===== config.mk =====
export PLATFORM = sky130hd
export DESIGN_NAME = lfsr8_err_acc
export DESIGN_NICKNAME = d
export VERILOG_FILES = /design/src/rtl/lfsr8_pkg.sv /design/src/rtl/lfsr8_err_acc.sv
export SDC_FILE = /design/constraint.sdc
export NUM_CORES = 1
export LEC_CHECK = 0
export CAP_MARGIN = 30
export CORE_MARGIN = 10
export CORE_UTILIZATION = 49
export DETAILED_ROUTE_END_ITERATION = 12
export PLACE_DENSITY_LB_ADDON = 0.12
export SETUP_SLACK_MARGIN = 0.3
export SYNTH_ARGS = -nofsm -noshare
export SYNTH_HDL_FRONTEND = slang
export SYNTH_SLANG_ARGS = --single-unit

===== constraint.sdc =====
create_clock -name clk -period 4.4 [get_ports clk]
set_clock_uncertainty 0.15 [all_clocks]
set_input_delay 0.88 -clock clk [delete_from_list [all_inputs] [get_ports clk]]
set_output_delay 0.88 -clock clk [all_outputs]
set_load 0.02 [all_outputs]

===== src/rtl/lfsr8_pkg.sv =====
// Shared definitions for the 8-bit LFSR generator/checker pair:
// tap mask, checker state encoding and the next-state function.
package lfsr8_pkg;

  localparam logic [7:0] LFSR8_TAPS = 8'h1D;

  typedef enum logic [1:0] {
    SEARCH = 2'd0,
    VERIFY = 2'd1,
    LOCKED = 2'd2
  } lfsr8_state_t;

  // Feedback is the XOR of bits 4,3,2,0 shifted in at the MSB.
  function automatic logic [7:0] lfsr8_next(input logic [7:0] s);
    return {^(s & LFSR8_TAPS), s[7:1]};
  endfunction

endpackage


===== src/rtl/lfsr8_err_acc.sv =====
// Saturating error accumulator with clear priority over increment.
// With LFSR_CHK_BITERR_EN defined each event adds the bit-error count of diff.
module lfsr8_err_acc
  import lfsr8_pkg::*;
#(
  parameter int ERRW = 16
) (
  input  logic            clk,
  input  logic            rst,
  input  logic            clr,
  input  logic            inc_en,
  input  logic [7:0]      diff,
  output logic [ERRW-1:0] cnt
);

  localparam int SW = (ERRW > 4) ? ERRW + 1 : 5;

  logic [3:0]      inc;
  logic [SW-1:0]   sum;
  logic [ERRW-1:0] cnt_reg;
  logic [ERRW-1:0] cnt_next;

`ifdef LFSR_CHK_BITERR_EN
  assign inc = 4'($countones(diff));
`else
  // A counted event always has a non-zero diff, so this is a word count.
  assign inc = (diff != 8'h00) ? 4'd1 : 4'd0;
`endif

  assign sum = SW'(cnt_reg) + SW'(inc);

  always_comb begin
    cnt_next = cnt_reg;
    if (clr) begin
      cnt_next = '0;
    end else if (inc_en) begin
      if (sum > SW'({ERRW{1'b1}})) cnt_next = '1;
      else                         cnt_next = sum[ERRW-1:0];
    end
  end

  always_ff @(posedge clk) begin
    if (rst) cnt_reg <= '0;
    else     cnt_reg <= cnt_next;
  end

  assign cnt = cnt_reg;

endmodule


==> results of run 1 <==
[cell usage after synthesis, types with 2 or more instances]
library cell and number:
nand3_4 2, ha_1 3, nor4_2 2, nand2_1 5
nand4_1 3, xor2_1 4, dfxtp_1 16, xnor2_1 7
nand4_2 3, nor4_1 4, clkbuf_1 2, a21oi_1 4
nand3_1 2, mux2i_1 3, nor2_1 4, nor3_1 3
inv_1 2, a21oi_2 10
[layout make-up]
class / count / area (um^2)
well taps: 25 / 31.28
repair buffers: 27 / 270.3
fillers: 146 / 528.0
multi-input cells: 68 / 565.5
flip-flops and latches: 16 / 320.3
inverters: 2 / 7.507
clock buffers: 3 / 22.52
[cells in the final DEF, fill, tap and decap left out, types with 2 or more instances in the layout]
cell type | netlist | routed
nor2_1 | 4 | 4
nor4_2 | 2 | 2
nor3_1 | 3 | 3
xnor2_1 | 7 | 7
dfxtp_1 | 16 | 16
ha_1 | 3 | 3
inv_1 | 2 | 2
nand4_2 | 3 | 3
nand4_1 | 3 | 3
nor4_1 | 4 | 4
clkbuf_4 | 0 | 3
a21oi_2 | 10 | 10
nand3_4 | 2 | 2
xor2_1 | 4 | 4
nand3_1 | 2 | 2
a21oi_1 | 4 | 4
mux2i_1 | 3 | 3
clkdlybuf4s50_1 | 0 | 27
nand2_1 | 5 | 5
[kinds of logic after synthesis]
logic type	synth area share [%]
AO/OA/AOI/OAI	14.87
buffers and inverters	3.411
AND/OR/NAND/NOR	28.92
adder cells (fa/ha/maj)	4.093
flip-flops	34.93
XOR/XNOR	10.50
multiplexers	3.274
[power breakdown]
group	internal [mW]	switching (mW)
combinational	0.0117	0.00790
clock	0.0317	0.0435
sequential	0.145	0.000640
[metal layers]
layer  vias to the layer above  part of all wire [%]
met1                       350                    41
met4                         0                  0.19
met2                        26                    48
met3                         2                    11
li1                        385                     -
met5                         -                     0
[critical path, cell delays in order]
cell and delay [ns]:
clkdlybuf4s50_1 0.46, nor4_1 0.05, nand2_1 0.06, ha_1 0.25, ha_1 0.22, nand4_2 0.19
nor4_2 0.22, nand4_2 0.47, a21oi_1 0.28
[worst paths after layout]
kind                            slack, ns  cells after the start       to
worst min register to register       0.45                      2  cnt[15]
worst max-delay path                 1.37                      9  cnt[10]
worst max register to register       2.15                      6  cnt[10]
worst min-delay path                 0.45                      2  cnt[15]
[stage by stage]
step | utilization, % | hold WS (ns) | area (um^2) | cells
detailed placement | 68.46 | 0.4401 | 1195 | 138
floorplan | - | 0.4830 | 917.1 | 90
CTS | 69.75 | 0.4550 | 1217 | 141
global route | 69.75 | 0.4824 | 1217 | 141
finish | 69.75 | 0.4489 | 1217 | 141
global placement | 68.46 | 0.4272 | 1195 | 138
==> flow_metrics.env, run 1 <==
export IMPL_finalPower_mw=0.2407
export IMPL_drt_pass1_iterations=4
export IMPL_crit_arrival_ns=3.09
export IMPL_dp_hpwl_mm=1.672
export IMPL_crit_start="diff[0]"
export IMPL_worstHoldPathType="reg -> reg"
export IMPL_grt_overflow_total=0
export IMPL_h_tree_depth=1
export IMPL_route_final_wire_length_mm=2.074
export IMPL_num_nets_final=133
export IMPL_yosysWarnings=0
export IMPL_wl_per_cell_um=14.71
export IMPL_final_setup_worst_slack_ns=1.365
export IMPL_ys_async_sr_fraction_pct=0
export IMPL_n_antenna_cell=0
export IMPL_cts_resized=0
export IMPL_ys_types=29
export IMPL_synth_net_count=105
export IMPL_cts_hold_buf=0
export IMPL_tns_ns=0
export IMPL_post_cts_setup_buffers=0
export IMPL_drv_slew=0
export IMPL_rows=15
export IMPL_antenna_found_initial=0
export IMPL_gp_congestion=0.8518
export IMPL_synth_area_um2=917.1
export IMPL_worstSetupPathType="in -> reg"
export IMPL_yosys_area_top_type="dfxtp_1"
export IMPL_cts_sinks=16
export IMPL_grt_use_met2_pct=18.53
export IMPL_grtUsageMet3_pct=5.830
export IMPL_relSlewSlack_pct=51.95
export IMPL_largest_register_ffs=16
export IMPL_die_w_um=63.27
export IMPL_grt_pass1_wl_mm=3.712
export IMPL_vias_per_cell=5.411
export IMPL_synth_cells=90
export IMPL_post_route_min_period_ns=3.035
export IMPL_synthToLayoutAreaGrowth_pct=32.74
export IMPL_grt_setup_unrepaired="no"
export IMPL_die_y_um=63.27
export IMPL_timing_fmax_ghz=0.3295
export IMPL_drc=0
export IMPL_clk_latency_ns=0.28
export IMPL_path_clk_slew_ns=0.09
export IMPL_setup_viol=0
export IMPL_drive_gt1_share_pct=19.83
export IMPL_synth_edff_count=0
export IMPL_setup_worst_path_end_class="flop"
export IMPL_finalHoldViolations=0
export IMPL_crit_fanout=14
export IMPL_portBuffers=27
export IMPL_ys_seq_elements=16
export IMPL_crit_required_ns=4.46
export IMPL_maxCapViolCount=0
export IMPL_finalCritPeriodShare_pct=68.97
export IMPL_synth_area_leaders="dfxtp_1 (35%), a21oi_2 (9.5%), xnor2_1 (6.7%)"
export IMPL_cts_buffers=3
export IMPL_clockBufferDepth=2
export IMPL_synth_top_cell_area_share_pct=34.92
export IMPL_power_density_nw_per_um2=197.7
export IMPL_outcome="finished clean"
export IMPL_worstHoldStart="cnt[15]"
export IMPL_clockRootBuffer="clkbuf_4"
export IMPL_yosysSeqAreaShare_pct=34.92
export IMPL_cp_start_kind="input pin"
export IMPL_vias=763
export IMPL_dp_slack_ns=1.057
export IMPL_synth_ff_type="dfxtp_1"
export IMPL_grt_util_met1_pct=12.06
export IMPL_grt_pass1_vias=814
export IMPL_cts_tree="yes"
export IMPL_core_um2=1745
export IMPL_io_pins=28
export IMPL_globalRouteTotalUtil_pct=11.06
export IMPL_p_leak_nw=0.3993
export IMPL_busiest_layer="met2"
export IMPL_drt_initial_drc_count=16
export IMPL_syn_avg_cell_area_um2=10.19
export IMPL_r2r_start="cnt[0]"
export IMPL_dieArea_um2=4002
export IMPL_start_util_pct=52.54
export IMPL_grt_max_degree=17
export IMPL_ant_nets=0
export IMPL_worst_pin_slew_ns=0.7208
export IMPL_worst_ir_drop_vdd_mv=0.1432
No activity file was read; power rests on OpenSTA's default activity.
==> run 2, diff against run 1 <==
CORE_UTILIZATION = 45   (was 49)
clock period = 2.9 ns   (was 4.4 ns; I/O delays follow)
==> run 2 against run 1 <==
Net effect:
- first-iteration DRC count grew 75%
- combinational power grew 59%
- sequential share of layout area fell by 0.68 points
- cell count increased by 2.8%
- global-route usage shrank 0.46 points
- largest cell class unchanged
- flip-flop and latch count did not move
- sequential power rose by 51%
- clock power increased by 50%
- wire length increased by 2.2%
==> flow_metrics.env, run 2 (same netlist as run 1, synthesis figures left out) <==
export IMPL_gp_congestion=0.7784
export IMPL_num_nets_final=135
export IMPL_placedCellCount=142
export IMPL_grt_util_met1_pct=13.00
export IMPL_start_util_pct=47.23
export IMPL_crit_arrival_ns=2.36
export IMPL_route_final_wire_length_mm=2.119
export IMPL_busiest_layer="met2"
export IMPL_die_y_um=65.15
export IMPL_drv_slew=0
export IMPL_cts_sinks=16
export IMPL_die_w_um=65.15
export IMPL_crit_fanout=3
export IMPL_worstHoldPathType="reg -> reg"
export IMPL_grt_max_degree=17
export IMPL_drt_initial_drc_count=28
export IMPL_grt_use_met2_pct=16.13
export IMPL_finalHoldViolations=0
export IMPL_dp_slack_ns=0.1057
export IMPL_timing_fmax_ghz=0.4215
export IMPL_power_density_nw_per_um2=292.7
export IMPL_portBuffers=27
export IMPL_multiInputGateArea_um2=580.6
export IMPL_vias=758
export IMPL_r2r_setup_slack_ns=1.03
export IMPL_maxCapViolCount=0
export IMPL_grt_pass1_wl_mm=3.691
export IMPL_io_pins=28
export IMPL_worstSetupPathType="in -> reg"
export IMPL_worst_pin_slew_ns=0.7803
export IMPL_setup_worst_path_end_class="flop"
export IMPL_cp_start_kind="input pin"
export IMPL_cp_slowest_cell="clkdlybuf4s50_1"
export IMPL_crit_start="diff[1]"
export IMPL_drt_pass1_iterations=4
export IMPL_n_antenna_cell=0
export IMPL_path_clk_slew_ns=0.09
export IMPL_synthToLayoutAreaGrowth_pct=36.29
export IMPL_hold_depth=2
export IMPL_mostFrequentLayoutCell="clkdlybuf4s50_1"
export IMPL_cts_buffers=3
export IMPL_crit_chain="clkdlybuf4s50_1 -> nor4_1 -> nand2_1 -> ha_1 -> buf_4 -> ha_1 -> nand4_1 -> nor4_2 -> xnor2_1 -> a21oi_2"
export IMPL_grt_setup_unrepaired="no"
export IMPL_drc=0
export IMPL_crit_path_frequent_cell="ha_1"
export IMPL_dp_hpwl_mm=1.577
export IMPL_instances_no_fill=145
export IMPL_vias_per_cell=5.228
export IMPL_max_stage_delay_ns=0.40
export IMPL_globalRouteTotalUtil_pct=10.59
export IMPL_seqCellArea_um2=320.3
export IMPL_fillCellCount=160
export IMPL_outcome="finished clean"
export IMPL_grt_overflow_total=0
export IMPL_dieArea_um2=4244
export IMPL_tns_ns=0
export IMPL_ant_nets=0
export IMPL_reg2reg_depth=6
export IMPL_final_design_area_no_fill_um2=1250
export IMPL_finalCritPeriodShare_pct=81.81
export IMPL_worstHoldStart="cnt[0]"
export IMPL_clockBufferDepth=2
export IMPL_mostFrequentLayoutCells="clkdlybuf4s50_1 (27), dfxtp_1 (16), a21oi_2 (10)"
export IMPL_setup_viol=0
export IMPL_drive_gt1_share_pct=22.03
export IMPL_post_cts_setup_buffers=0
export IMPL_clockRootBuffer="clkbuf_4"
export IMPL_wl_per_cell_um=14.61
export IMPL_core_um2=1942
export IMPL_clk_latency_ns=0.27
export IMPL_antenna_found_initial=0
export IMPL_relSlewSlack_pct=47.98
export IMPL_cts_tree="yes"
export IMPL_r2r_start="cnt[0]"
export IMPL_rows=16
export IMPL_grtUsageMet3_pct=3.898
export IMPL_final_setup_worst_slack_ns=0.5275
export IMPL_post_route_min_period_ns=2.372
export IMPL_crit_required_ns=2.89
export IMPL_largest_register_ffs=16
export IMPL_worst_ir_drop_vdd_mv=0.1742
export IMPL_p_leak_nw=0.4156
export IMPL_h_tree_depth=1
export IMPL_dpl_cell_area_um2=1212
export IMPL_grt_pass1_vias=771
==> run 2: cell types whose count changed in the layout (fill, tap and decap cells not counted), sizes merged <==
cell / change
buf: +2
==> run 2: layout make-up <==
type,instances,share of cell area [%]
Sequential cell,16,25.63
Clock buffer,3,1.802
Multi-Input combinational cell,68,46.45
Tap cell,27,2.703
Timing Repair Buffer,29,22.82
Inverter,2,0.6006
==> run 2: stage by stage <==
step	utilization (%)	hold WS, ns	power, mW
2_1_floorplan	-	0.4830	0.2397
3_3_place_gp	62.44	0.4325	0.2575
3_5_place_dp	62.44	0.4267	0.2579
4_1_cts	63.60	0.4423	0.3704
5_1_grt	64.37	0.4978	0.3798
6_report	64.37	0.4611	0.3659
==> run 2: final timing paths <==
check | endpoint
setup / recovery | cnt[14]
hold / removal | cnt[0]
setup reg to reg | cnt[9]
hold reg to reg | cnt[0]
==> run 2: power by group <==
group	total, mW	internal [mW]	switching (mW)
combinational	0.0311	0.0184	0.0127
clock	0.113	0.0481	0.0653
sequential	0.221	0.220	0.000994
==> run 2: metal layers <==
| metal | vias up | part of all wire [%] |
|---|---|---|
| met5 | - | 0 |
| met1 | 348 | 43 |
| met3 | 2 | 7.4 |
| met2 | 21 | 49 |
| met4 | 0 | 0.90 |
| li1 | 387 | - |
==> run 2: timing repair <==
item                                    CTS  global route
endpoints found under the hold margin     0             0
endpoints found under the setup margin    0            12
gates resized for setup                   0             2
hold buffers                              0             0
==> run 2: worst max-delay path: cells and delay by family <==
family                   cells  cell delay, ns
AO/OA/AOI/OAI                1            0.07
XOR/XNOR                     1            0.19
adder cells (fa/ha/maj)      2            0.39
buffers and inverters        2            0.55
AND/OR/NAND/NOR              4            0.57
